File: src/rtl/fft_result_collector_if.sv
// Handshake/data bundle between the FFT core, the result collector and the display stage.
interface fft_result_collector_if #(
  parameter int unsigned bit_width = 32
);
  localparam int unsigned CNT_W = 26;

  logic                        start;
  logic                        in_valid;
  logic signed [bit_width-1:0] x_in;
  logic signed [bit_width-1:0] y_in;
  logic                        en_seg7;
  logic signed [bit_width-1:0] x_out;
  logic signed [bit_width-1:0] y_out;
  logic [CNT_W-1:0]            count;
  logic                        busy;
  logic                        drop;
  logic                        sat;

  modport master (
    output start, in_valid, x_in, y_in,
    input  en_seg7, x_out, y_out, count, busy, drop, sat
  );

  modport slave (
    input  start, in_valid, x_in, y_in,
    output en_seg7, x_out, y_out, count, busy, drop, sat
  );
endinterface

File: src/rtl/fft_result_collector.sv
// Captures one bit-reversed FFT frame into natural order, measures start-to-last-sample
// latency, and replays the frame to the display as an N-cycle burst.
module fft_result_collector #(
  parameter int unsigned bit_width = 32,
  parameter int unsigned N         = 16,
  parameter int unsigned SIZE      = 4
) (
  input  logic                  clk,
  input  logic                  rst_n,
  fft_result_collector_if.slave bus
);

  localparam int unsigned CNT_W = 26;
  localparam logic [CNT_W-1:0] LAT_MAX = '1;
  localparam logic [SIZE-1:0]  LAST_IDX = SIZE'(N - 1);

  typedef enum logic [1:0] {IDLE, MEASURE, REPLAY} state_e;

  typedef struct packed {
    logic signed [bit_width-1:0] x;
    logic signed [bit_width-1:0] y;
  } sample_t;

  state_e                      state_q, state_d;
  logic [SIZE-1:0]             wr_ptr_q, wr_ptr_d;
  logic [SIZE-1:0]             rd_ptr_q, rd_ptr_d;
  logic [CNT_W-1:0]            lat_q, lat_d;
  logic [CNT_W-1:0]            count_q, count_d;
  logic                        en_q, en_d;
  logic signed [bit_width-1:0] x_q, x_d;
  logic signed [bit_width-1:0] y_q, y_d;
  logic                        busy_q, busy_d;
  logic                        drop_q, drop_d;
  logic                        sat_q, sat_d;
  logic                        we_c;
  logic [SIZE-1:0]             waddr_c;
  sample_t                     rdata_c;

  sample_t mem_q [N];

  function automatic logic [SIZE-1:0] bitrev(input logic [SIZE-1:0] a);
    logic [SIZE-1:0] r;
    r = '0;
    for (int b = 0; b < int'(SIZE); b++) r[b] = a[int'(SIZE) - 1 - b];
    return r;
  endfunction

  assign rdata_c = mem_q[rd_ptr_q];

  // Next-state and output computation
  always_comb begin
    state_d  = state_q;
    wr_ptr_d = wr_ptr_q;
    rd_ptr_d = rd_ptr_q;
    lat_d    = lat_q;
    count_d  = count_q;
    en_d     = 1'b0;
    x_d      = x_q;
    y_d      = y_q;
    drop_d   = drop_q;
    sat_d    = sat_q;
    we_c     = 1'b0;
    waddr_c  = bitrev(wr_ptr_q);

    unique case (state_q)
      IDLE: begin
        if (bus.start) begin
          lat_d    = '0;
          wr_ptr_d = '0;
          drop_d   = 1'b0;
          sat_d    = 1'b0;
          state_d  = MEASURE;
        end else if (bus.in_valid) begin
          drop_d = 1'b1;
        end
      end
      MEASURE: begin
        if (bus.start) begin
          lat_d    = '0;
          wr_ptr_d = '0;
          drop_d   = 1'b0;
          sat_d    = 1'b0;
        end else begin
          // Saturating latency counter; sat flags that the true latency was lost
          lat_d = (lat_q == LAT_MAX) ? LAT_MAX : lat_q + CNT_W'(1);
          if (lat_d == LAT_MAX) sat_d = 1'b1;
          if (bus.in_valid) begin
            we_c     = 1'b1;
            wr_ptr_d = wr_ptr_q + SIZE'(1);
            if (wr_ptr_q == LAST_IDX) begin
              count_d  = lat_d;
              rd_ptr_d = '0;
              state_d  = REPLAY;
            end
          end
        end
      end
      REPLAY: begin
        en_d     = 1'b1;
        x_d      = rdata_c.x;
        y_d      = rdata_c.y;
        rd_ptr_d = rd_ptr_q + SIZE'(1);
        if (rd_ptr_q == LAST_IDX) state_d = IDLE;
        if (bus.in_valid) drop_d = 1'b1;
      end
      default: state_d = IDLE;
    endcase

    busy_d = (state_d != IDLE);
  end

  always_ff @(posedge clk or negedge rst_n) begin
    if (!rst_n) begin
      state_q  <= IDLE;
      wr_ptr_q <= '0;
      rd_ptr_q <= '0;
      lat_q    <= '0;
      count_q  <= '0;
      en_q     <= 1'b0;
      x_q      <= '0;
      y_q      <= '0;
      busy_q   <= 1'b0;
      drop_q   <= 1'b0;
      sat_q    <= 1'b0;
    end else begin
      state_q  <= state_d;
      wr_ptr_q <= wr_ptr_d;
      rd_ptr_q <= rd_ptr_d;
      lat_q    <= lat_d;
      count_q  <= count_d;
      en_q     <= en_d;
      x_q      <= x_d;
      y_q      <= y_d;
      busy_q   <= busy_d;
      drop_q   <= drop_d;
      sat_q    <= sat_d;
    end
  end

  // Frame storage is deliberately not reset
  always_ff @(posedge clk) begin
    if (we_c) mem_q[waddr_c] <= sample_t'{x: bus.x_in, y: bus.y_in};
  end

  assign bus.en_seg7 = en_q;
  assign bus.x_out   = x_q;
  assign bus.y_out   = y_q;
  assign bus.count   = count_q;
  assign bus.busy    = busy_q;
  assign bus.drop    = drop_q;
  assign bus.sat     = sat_q;

endmodule

File: src/flat_wrapper.sv
// flat-port wrapper written by rule: the top's interface ports become plain ports
module fft_result_collector_flat 
#(
  parameter int unsigned bit_width = 32,
  parameter int unsigned N         = 16,
  parameter int unsigned SIZE      = 4
)
  (clk, rst_n, bus_start, bus_in_valid, bus_x_in, bus_y_in, bus_en_seg7, bus_x_out, bus_y_out, bus_count, bus_busy, bus_drop, bus_sat);
  fft_result_collector_if #(.bit_width(bit_width)) bus_i ();
  input  logic clk;
  input  logic rst_n;
  input wire logic [$bits(bus_i.start)-1:0] bus_start;
  input wire logic [$bits(bus_i.in_valid)-1:0] bus_in_valid;
  input wire logic [$bits(bus_i.x_in)-1:0] bus_x_in;
  input wire logic [$bits(bus_i.y_in)-1:0] bus_y_in;
  output wire logic [$bits(bus_i.en_seg7)-1:0] bus_en_seg7;
  output wire logic [$bits(bus_i.x_out)-1:0] bus_x_out;
  output wire logic [$bits(bus_i.y_out)-1:0] bus_y_out;
  output wire logic [$bits(bus_i.count)-1:0] bus_count;
  output wire logic [$bits(bus_i.busy)-1:0] bus_busy;
  output wire logic [$bits(bus_i.drop)-1:0] bus_drop;
  output wire logic [$bits(bus_i.sat)-1:0] bus_sat;
  assign bus_i.start = bus_start;
  assign bus_i.in_valid = bus_in_valid;
  assign bus_i.x_in = bus_x_in;
  assign bus_i.y_in = bus_y_in;
  assign bus_en_seg7 = bus_i.en_seg7;
  assign bus_x_out = bus_i.x_out;
  assign bus_y_out = bus_i.y_out;
  assign bus_count = bus_i.count;
  assign bus_busy = bus_i.busy;
  assign bus_drop = bus_i.drop;
  assign bus_sat = bus_i.sat;
  fft_result_collector #(.bit_width(bit_width), .N(N), .SIZE(SIZE)) u_core (.clk(clk), .rst_n(rst_n), .bus(bus_i));
endmodule
File: config.mk
export PLATFORM = sky130hd
export DESIGN_NAME = fft_result_collector_flat
export DESIGN_NICKNAME = d
export VERILOG_FILES = /design/src/rtl/fft_result_collector_if.sv /design/src/rtl/fft_result_collector.sv /design/src/flat_wrapper.sv
export SDC_FILE = /design/constraint.sdc
export NUM_CORES = 1
export LEC_CHECK = 0
export BUFFER_PORTS_ARGS = -buffer_cell sky130_fd_sc_hd__buf_2
export CAP_MARGIN = 0
export CORE_AREA = 2 2 318 320
export CTS_BUF_LIST = sky130_fd_sc_hd__clkbuf_4
export CTS_CLUSTER_DIAMETER = 40
export DETAILED_ROUTE_END_ITERATION = 7
export DIE_AREA = 0 0 320 322
export PLACE_DENSITY_LB_ADDON = 0.05
export SLEW_MARGIN = 20
export SYNTH_ARGS = -nofsm -noshare
export SYNTH_HDL_FRONTEND = slang
export SYNTH_SLANG_ARGS = --single-unit
File: constraint.sdc
create_clock -name clk -period 5.6 [get_ports clk]
set_input_delay 1.12 -clock clk [delete_from_list [all_inputs] [get_ports clk]]
set_output_delay 1.12 -clock clk [all_outputs]
set_load 0.005 [all_outputs]
==> results of run 1 <==
-- timing repair --
action / 4_1_cts / 5_1_grt
buffers inserted: 0 / 0
hold buffers: 1 / 0
hold endpoints to repair: 36 / 0
-- logic make-up (layout without fill, tap and decap cells) --
group	count (synthesis)	in the layout
other cells	0	5
buf+inv	127	773
mux	388	388
fa+ha+maj	11	11
flops	1154	1154
xor+xnor	17	17
compound gates	157	157
simple gates	200	200
-- layer usage --
layer	up-vias	GRT usage [%]	wire length [µm]
met5	-	0	81
li1	9577	-	-
met1	11930	27.65	45060
met3	139	5.036	5167
met2	595	33.07	51410
met4	12	6.479	1719
-- sequential cells by signal (all words and copies together) (netlist names) --
signal,count
u_core.wr_ptr_q,4
u_core.bus.sat,1
u_core.bus.busy,1
u_core.bus.x_out,32
u_core.bus.en_seg7,1
u_core.lat_q,26
u_core.rd_ptr_q,4
u_core.state_q,2
u_core.bus.drop,1
u_core.mem_q,1024
u_core.bus.y_out,32
u_core.bus.count,26
-- cells in the final DEF, fill, tap and decap left out, drive strengths merged, types with 47 or more instances in the layout --
master     n
buf      207
mux2      50
nand2     48
clkbuf   485
edfxtp  1024
a21oi     47
nor2      81
o21ai     70
clkinv    52
dfrtp    130
mux4     306
-- metrics by stage --
stage | hold slack [ps] | worst slack [ps] | total power [W] | area (µm²)
3_5_place_dp | 475.8 | 1854 | 0.01050 | 47150
3_3_place_gp | 474.2 | 1892 | 0.01048 | 47130
6_report | 352.8 | 2122 | 0.01775 | 51170
4_1_cts | 179.8 | 2090 | 0.01804 | 51160
5_1_grt | 238.0 | 1923 | 0.01858 | 51170
2_1_floorplan | 470.0 | 830.7 | 0.01013 | 44480
-- layout make-up --
class | count | area, µm² | share of cell area (%)
Antenna cell | 5 | 12.51 | 0.02445
Sequential cell | 1154 | 34020 | 66.48
Multi-Input combinational cell | 773 | 10070 | 19.67
Clock buffer | 485 | 3641 | 7.115
Clock inverter | 64 | 356.6 | 0.6969
Tap cell | 1298 | 1624 | 3.174
Timing Repair Buffer | 208 | 1391 | 2.719
Inverter | 16 | 62.56 | 0.1223
-- power breakdown --
part / leakage (nW) / total, W / internal (W) / switching [W]
clock network: 2.42 / 0.00744 / 0.00411 / 0.00333
registers: 11.0 / 0.00957 / 0.00952 / 0.0000533
logic: 3.69 / 0.000737 / 0.000251 / 0.000486
total: 17.1 / 0.0177 / 0.0139 / 0.00387
-- worst max path at each step --
stage                      endpoint  cells past startpoint                from  slack, ps
2_1_floorplan    u_core.mem_q[6][0]                      4           bus_start        830
4_1_cts        u_core.mem_q[15][18]                      4  u_core.wr_ptr_q[2]       2090
3_3_place_gp    u_core.mem_q[15][6]                      6           bus_start       1890
3_5_place_dp   u_core.mem_q[15][54]                      6           bus_start       1850
5_1_grt         u_core.mem_q[15][7]                      4  u_core.wr_ptr_q[2]       1920
6_report       u_core.mem_q[15][55]                      4  u_core.wr_ptr_q[2]       2120
==> run summary, run 1 <==
* **maximum number of pins on one net before global-route repair** 95
* **Area growth syn-to-layout** 15.09%
* **clk buf depth** 4
* **Synthesized Nets** 2133
* **post-synth design cell area** 0.04446 mm²
* **number of hold-slack violations in the final timing report** 0
* **clock root buffer** clkbuf_4
* **count of buffers inserted at the top-level ports** 161
* **initial core utilization** 44.66%
* **clock net sink count** 1154
* **Die Wd** 320 µm
* **final net count** 2553
* **half-perimeter wire length after placement** 53.95 mm
* **Slowest-stage cell, CP** or3_1
* **total overflow reported by the global router** 0
* **endpoint of the most critical register-to-register path** u_core.mem_q[15][55]
* **Layout Utilization** 51.39%
* **detailed-route via count** 22250
* **post-DR vias/cell** 5.558
* **source-to-sink clock delay at the later pin of the worst-skew pair** 1140 ps
* **max-slew violation total from the final report** 0
* **share of the synthesized area in compound gates (AO/OA/AOI/OAI)** 2.012%
* **transition time of the tightest slew-check pin** 1040 ps
* **post-route clock skew** 77.43 ps
* **buffer and inverter count on the worst path** 2
* **number of cells upsized or downsized after cts** 0
* **Worst slew margin** 30.44%
* **Die Y** 322 µm
* **Antenna Violating Nets Remaining** 0
* **most used flip-flop cell after synthesis** edfxtp_1
* **clock transition time at the flip-flop clock pins of the worst setup and hold paths** 70 ps
* **Core ar.** 0.09957 mm²
* **area share of the largest cell type after synthesis** 69.16%
* **Detailed Route WL** 103.4 mm
* **post-synthesis instance total** 2054
* **clock tree from TritonCTS** built
* **max-cap check violation count** 0
* **cell-by-cell listing of the critical path** nand2_1 > or3_1 > inv_4 > buf_12
* **antenna violations before repair** 15
* **combinational family with the most area after synthesis** multiplexers
* **multiplexer fraction of the synthesized cell area** 17.49%
* **Worst Hold Class** primary input to flop
* **slack of the worst reg-to-reg path** 2120 ps
* **slowest stage delay, CP** 790 ps
* **data required time of the critical path** 6320 ps
* **global-route wire length before repair** 154.5 mm
* **top cell type by total area after synthesis** edfxtp_1
* **top cells by area in the synthesized netlist** edfxtp_1 (69%), mux4_2 (16%), dfrtp_1 (7.3%), mux2_2 (1.3%), o21ai_0 (0.78%)
* **number of flops mapped to enable cells by yosys** 1024
* **clock period minus final worst setup slack** 3478 ps
* **Reg2Reg Depth** 4
* **startpoint of the lowest-slack register-to-register path** u_core.wr_ptr_q[2]
* **number of global-route vias before repair** 23820
* **hold path cells** 1
* **Worst Hold Path EP** u_core.mem_q[11][4]
* **Worst EP arrival** 4200 ps
* **startpoint of the tightest hold check path** bus_y_in[4]
* **most numerous cell in the Yosys netlist** edfxtp_1
* **classification of the worst setup path** flop to flop
* **yosys synthesis warning count** 0
* **sort of element at the end of the critical path** flop
* **setup total negative slack** 0 ps
* **die area** 0.1030 mm²
* **number of search-and-repair iterations in the first detailed-routing pass** 5
* **unrepaired setup endpoints after global routing** no
* **routability cong.** 0.8108
* **final period utilization** 62.11%
* **fraction of the mapped netlist area in simple logic gates** 2.173%
* **overall routing resource usage** 20.50%
* **cell class contributing the biggest share of worst-path delay** simple AND/OR/NAND/NOR gates
* **count of unique library cells instantiated by Yosys** 56
* **maximum level of the CTS H-tree** 5
* **wire length per cell** 25.84 µm
* **number of cells after detailed placement** 3448
* **register bit total from synthesis** 1154
* **fraction of registers with async set/reset** 11.27%
* **synth cell count leaders** edfxtp_1 (1024), mux4_2 (306), dfrtp_1 (130), nor2_1 (80), o21ai_0 (69)
* **Peak Freq** 0.2875 GHz
* **Pleak** 17.12 nW
* **largest fanout on the critical path** 56
* **setup violation total in the final timing report** 0
* **result of the run** finished, final reports clean
* **I/O pin count** 162
* **sequential cell area fraction in the yosys report** 76.48%
* **post-synthesis share of cell area spent on full adders, half adders and majority gates** 0.3096%
* **XOR/XNOR share of the synthesized area** 0.3349%
* **Syn Area/Cell** 21.65 µm²
* **Cell Rows** 116
* **Num CTS Buffers** 321
* **share of final-layout standard cells stronger than drive strength 1** 40.74%
* **Max IR drop VDD** 0.1640 mV
* **startpoint type of the worst setup path** flop
* **Finished Layout Cells** 4003
* **power per standard cell area** 346.9 mW/mm²
* **starting DRC count in detailed routing** 1824
* **Filler cells** 8124
* **DRC viols** 0
Note: power is estimated with default switching activity, not from simulation.
==> inputs of run 2 (changes only) <==
clock period = 3.3 ns   (was 5.6 ns; I/O delays follow)
==> run 2 against run 1 <==
  * Wire length up 0.54%
  * Final cell count up 2.5%
  * Sequential share of layout area down 1.7 points
  * Setup slack worse by 1600 ps
  * Critical path type unchanged
  * Combinational power up 80%
==> run summary, run 2 (synthesis gave the netlist of run 1 again) <==
* **routability cong.** 0.8333, +2.8%
* **wire length per cell** 25.35 µm, -1.9%
* **Layout Utilization** 52.70%, +1.3 points
* **starting DRC count in detailed routing** 1614, -12%
* **Cell Rows** 116, unchanged
* **global-route wire length before repair** 155.5 mm, +0.65%
* **DRC viols** 0, unchanged
* **number of hold-slack violations in the final timing report** 0, unchanged
* **number of cells upsized or downsized after cts** 0, unchanged
* **number of post-CTS setup repair buffers** 0, unchanged
* **clock root buffer** clkbuf_4
* **detailed-route via count** 22590, +1.5%
* **clock net sink count** 1154, unchanged
* **transition time of the tightest slew-check pin** 944.1 ps, -95.97 ps
* **max-cap check violation count** 0, unchanged
* **Antenna Violating Nets Remaining** 0, unchanged
* **max FFs per register** 1024, unchanged
* **Die Y** 322 µm, unchanged
* **initial core utilization** 44.66%, unchanged
* **Worst slew margin** 36.91%, +6.5 points
* **post-route clock skew** 64.44 ps, -12.99 ps
* **Max IR drop VDD** 0.2650 mV, +62%
* **clock tree from TritonCTS** built
* **Worst Hold Class** primary input to asynchronous set/reset pin
* **setup violation total in the final timing report** 0, unchanged
* **clock transition time at the flip-flop clock pins of the worst setup and hold paths** 70 ps, about the same
* **antenna violations before repair** 5, -10
* **max-slew violation total from the final report** 0, unchanged
* **Num CTS Buffers** 321, unchanged
* **share of final-layout standard cells stronger than drive strength 1** 40.14%, -0.61 points
* **Finished Layout Cells** 4103, +2.5%
* **Worst path most repeated cell** inv_1
* **most frequent cells in the layout** edfxtp_1 (1024), clkbuf_4 (461), mux4_2 (306), buf_2 (160), dfrtp_1 (126)
* **source-to-sink clock delay at the later pin of the worst-skew pair** 1120 ps, -20 ps
* **post-DR vias/cell** 5.506, -0.93%
* **startpoint type of the worst setup path** flop
* **Area growth syn-to-layout** 18.02%
* **count of buffers inserted at the top-level ports** 161, unchanged
* **number of search-and-repair iterations in the first detailed-routing pass** 5, unchanged
* **clk buf depth** 4, unchanged
* **Slowest-stage cell, CP** nor3_4
* **finished layout cell area** 0.05248 mm², +2.5%
* **I/O pin count** 162, unchanged
* **maximum number of pins on one net before global-route repair** 65, -32%
* **final period utilization** 84.51%, +22 points
* **unrepaired setup endpoints after global routing** no
* **result of the run** finished, final reports clean
* **largest fanout on the critical path** 19, -66%
* **Worst EP arrival** 3550 ps, -650 ps
* **Post-Place Cell Area** 0.04785 mm², +1.5%
* **slowest stage delay, CP** 580 ps, -210 ps
* **data required time of the critical path** 4060 ps, -2260 ps
* **power per standard cell area** 572.4 mW/mm², +65%
* **number of global-route vias before repair** 24550, +3.1%
* **most common library cell in the layout ignoring fill and taps** edfxtp_1
* **Peak Freq** 0.3586 GHz, +25%
* **clock period minus final worst setup slack** 2789 ps, -689.2 ps
* **overall routing resource usage** 20.70%, +0.20 points
* **final-layout worst hold slack** 174.9 ps, -177.9 ps
* **total overflow reported by the global router** 0, unchanged
* **classification of the worst setup path** flop to flop
* **final net count** 2660, +4.2%
* **maximum level of the CTS H-tree** 5, unchanged
* **Pleak** 17.66 nW, +3.1%
* **Detailed Route WL** 104.0 mm, +0.54%
* **half-perimeter wire length after placement** 56.21 mm, +4.2%
* **Core ar.** 0.09957 mm², unchanged
* **cell-by-cell listing of the critical path** inv_1 > ha_1 > inv_1 > nor2_1 > nand3_2 > nor3_4 > buf_12
* **die area** 0.1030 mm², unchanged
* **slack of the worst reg-to-reg path** 510 ps, -1610 ps
* **Most flops, register** u_core.mem_q
* **Die Wd** 320 µm, unchanged
* **number of cells after detailed placement** 3488, +1.2%
* **sort of element at the end of the critical path** flop
==> run 2: cell types whose count changed in the layout (fill, tap and decap cells not counted), moves of 6 or more <==
| cell | change |
|---|---|
| buf_12 | +32 |
| buf_4 | +10 |
| clkbuf_4 | -24 |
| clkinv_1 | +13 |
| clkinv_2 | +6 |
| dlygate4sd3_1 | +66 |
==> run 2: final timing paths <==
path	start	endpoint	depth (start not counted)
min in group clk	bus_x_in[8]	u_core.mem_q[3][40]	2
worst max register to register	u_core.state_q[1]	u_core.mem_q[12][55]	7
worst min register to register	u_core.bus.count[23]	u_core.bus.count[23]	2
max in group asynchronous	rst_n	u_core.rd_ptr_q[0]	3
worst min-delay path	rst_n	u_core.bus.en_seg7	3
worst max-delay path	u_core.state_q[1]	u_core.mem_q[12][55]	7
==> run 2: metrics by stage <==
step	total power, W	setup TNS (ps)	worst slack [ps]
4_1_cts	0.03051	0	467.1
3_3_place_gp	0.01780	0	574.4
3_5_place_dp	0.01783	0	520.5
5_1_grt	0.03144	0	326.5
6_report	0.03004	0	511.0
2_1_floorplan	0.01719	-8860	-51.58
==> run 2: worst max-delay path, delay by kind of cell (launching register included) <==
kind	cells	cell delay (ps)
simple gates	3	1050
fa+ha+maj	1	360
flops	1	440
buf+inv	3	590
==> run 2: layout make-up <==
| class | count | area, µm² |
|---|---|---|
| diodes | 2 | 5.005 |
| clock buffers | 461 | 3461 |
| clock inverters | 84 | 465.4 |
| fillers | 8056 | 47090 |
| inverters | 16 | 62.56 |
| multi-input cells | 773 | 10070 |
| flip-flops and latches | 1154 | 34020 |
| well taps | 1298 | 1624 |
| repair buffers | 315 | 2769 |
==> run 2: routing by layer <==
layer  vias up  track usage [%]  share of wire (%)
met5         -                0              0.035
met4         6            6.375                1.6
met3       145            4.791                5.2
met2       646            33.87                 50
met1     12010            27.77                 44
li1       9789                -                  -
==> run 2: repair_timing <==
| item | in CTS | in global routing |
|---|---|---|
| endpoints found under the setup margin | 0 | 0 |
| endpoints found under the hold margin | 1162 | 0 |
| hold buffers | 68 | 0 |
==> run 2: power breakdown <==
group	leakage, nW	internal [W]	switching [W]
registers	11.0	0.0162	0.0000920
clock network	2.37	0.00678	0.00568
logic	4.28	0.000514	0.000821
==> inputs of run 3 (changes only) <==
clock period = 2.9 ns   (was 3.3 ns; I/O delays follow)
==> run 3 against run 2 <==
  * Largest power group unchanged
  * Non-clock buffer count is 22 higher
  * Wire length increased by 3.9%
  * Highest routed layer unchanged
  * Cell area is 0.88% higher
  * Register-to-register slack got worse by 170 ps
  * Critical endpoint is now u_core.bus.sat
  * Setup slack lost 170 ps
  * Critical path type unchanged
==> run summary, run 3 (synthesis gave the netlist of run 1 again) <==
* **largest fanout on the critical path** 7, -12
* **Layout Utilization** 53.17%, +0.46 points
* **wire length per cell** 26.06 µm, +2.8%
* **Die Y** 322 µm, unchanged
* **max-slew violation total from the final report** 0, unchanged
* **buffer and inverter count on the worst path** 1, -2
* **post-route clock skew** 76.00 ps, +11.56 ps
* **clock root buffer** clkbuf_4
* **number of post-CTS setup repair buffers** 0, unchanged
* **final period utilization** 88.12%, +3.6 points
* **Peak Freq** 0.3913 GHz, +9.1%
* **Finished Layout Cells** 4145, +1.0%
* **Setup WS post-layout** 344.5 ps, -166.5 ps
* **post-DR vias/cell** 5.528, +0.40%
* **startpoint of the tightest hold check path** bus_x_in[22]
* **Area growth syn-to-layout** 19.06%
* **DRC viols** 0, unchanged
* **Antenna Violating Nets Remaining** 0, unchanged
* **clock tree from TritonCTS** built
* **number of cells after detailed placement** 3509, +0.60%
* **number of search-and-repair iterations in the first detailed-routing pass** 5, unchanged
* **total overflow reported by the global router** 0, unchanged
* **Worst slew margin** 54.21%, +17 points
* **startpoint of the lowest-slack register-to-register path** u_core.lat_q[0]
* **sort of element at the end of the critical path** flop
* **result of the run** finished, final reports clean
* **slowest stage delay, CP** 470 ps, -110 ps
* **Worst EP arrival** 3560 ps, about the same
* **clock period minus final worst setup slack** 2555 ps, -233.5 ps
* **starting DRC count in detailed routing** 1791, +11%
* **classification of the worst setup path** flop to flop
* **startpoint type of the worst setup path** flop
* **global-route wire length before repair** 159.7 mm, +2.7%
* **Detailed Route WL** 108.0 mm, +3.9%
* **endpoint of the most critical register-to-register path** u_core.bus.sat
* **Slowest-stage cell, CP** dfrtp_1
* **Post-Place Cell Area** 0.04814 mm², +0.61%
* **Worst Hold Path EP** u_core.mem_q[12][54]
* **cell-by-cell listing of the critical path** ha_2 > nand4_1 > or2_1 > buf_4 > nor2_4 > xnor2_1 > nor4_1 > a41oi_1 > o41ai_2
* **finished layout cell area** 0.05294 mm², +0.88%
* **transition time of the tightest slew-check pin** 686.9 ps, -257.3 ps
* **Pleak** 17.88 nW, +1.3%
* **Die Wd** 320 µm, unchanged
* **number of global-route vias before repair** 24700, +0.59%
* **hold path cells** 2
* **slack of the worst reg-to-reg path** 340 ps, -170 ps
* **die area** 0.1030 mm², unchanged
* **source-to-sink clock delay at the later pin of the worst-skew pair** 1160 ps, +40 ps
* **I/O pin count** 162, unchanged
* **initial core utilization** 44.66%, unchanged
* **antenna violations before repair** 5, unchanged
* **max FFs per register** 1024, unchanged
* **most common library cell in the layout ignoring fill and taps** edfxtp_1
* **unrepaired setup endpoints after global routing** no
* **routability cong.** 0.8147, -2.2%
* **clock net sink count** 1154, unchanged
* **Worst Hold Class** primary input to flop
* **final net count** 2682, +0.83%
* **Core ar.** 0.09957 mm², unchanged
* **pre-CTS worst setup slack** 280.9 ps, -239.6 ps
* **detailed-route via count** 22920, +1.4%
* **overall routing resource usage** 21.41%, +0.71 points
* **Cell Rows** 116, unchanged
* **half-perimeter wire length after placement** 56.66 mm, +0.80%
* **max-cap check violation count** 0, unchanged
* **setup violation total in the final timing report** 0, unchanged
* **maximum number of pins on one net before global-route repair** 53, -18%
* **Most flops, register** u_core.mem_q
* **maximum level of the CTS H-tree** 5, unchanged
* **data required time of the critical path** 3910 ps, -150 ps
* **count of buffers inserted at the top-level ports** 161, unchanged
* **setup total negative slack** 0 ps, unchanged
* **clock transition time at the flip-flop clock pins of the worst setup and hold paths** 70 ps, about the same
* **cell class contributing the biggest share of worst-path delay** simple AND/OR/NAND/NOR gates
* **clk buf depth** 4, unchanged
* **most frequent cells in the layout** edfxtp_1 (1024), clkbuf_4 (493), mux4_2 (306), buf_2 (160), dfrtp_1 (126)
* **Max IR drop VDD** 0.3811 mV, +44%
* **share of final-layout standard cells stronger than drive strength 1** 41.42%, +1.3 points
* **Num CTS Buffers** 321, unchanged
* **Reg2Reg Depth** 9, +2
* **number of hold-slack violations in the final timing report** 0, unchanged
* **Critical Path Source** u_core.lat_q[0]
* **power per standard cell area** 653.2 mW/mm², +14%
## run 3: cell types whose count changed in the layout (fill, tap and decap cells not counted), sizes merged
cell / before / now
buf: 248 / 269
diode: 2 / 3
clkinv: 71 / 61
clkbuf: 461 / 493
bufinv: 5 / 4
dlygate4sd3: 67 / 68
inv: 24 / 22
## run 3: worst max path at each step
stage	end	slack, ps	cells past startpoint
after detailed placement	u_core.bus.sat	280	9
after floorplan	u_core.mem_q[10][0]	-310	3
after global placement	u_core.bus.sat	330	8
after global routing	u_core.bus.sat	40	9
final	u_core.bus.sat	340	9
after CTS	u_core.bus.sat	280	9
## run 3: cell type report
type                       instances  area [µm²]
inverter                          16       65.06
fill                            8028       46630
timing repair buffer             337        3024
antenna                            3       7.507
clock buffer                     493        3701
sequential                      1154       34020
clock inverter                    71       379.1
multi-input combinational        773       10120
tap                             1298        1624
## run 3: layer usage
layer	routed length (µm)	track usage [%]	vias to the layer above
li1	-	-	9877
met1	46960	29.05	12240
met2	53960	35.03	676
met3	5757	4.867	114
met4	1310	5.978	8
met5	47	0	-
## run 3: power breakdown
group          internal [W]  leakage (nW)  switching, W  total, W
registers            0.0184          11.0      0.000107    0.0185
logic              0.000618          4.41      0.000971   0.00159
clock network       0.00806          2.46       0.00644    0.0145
## run 3: timing repair
item                                     CTS  global route
endpoints found under the setup margin     0             1
hold buffers                              69             0
endpoints found under the hold margin   1163             0
gates resized for setup                    0             1
## run 3: stage by stage
step                      power (W)  hold WS, ps
after global placement      0.02031        465.9
after global routing        0.03618        239.5
after detailed placement    0.02036        474.1
final                       0.03458        332.4
after floorplan             0.01961        284.4
after CTS                   0.03517        168.7
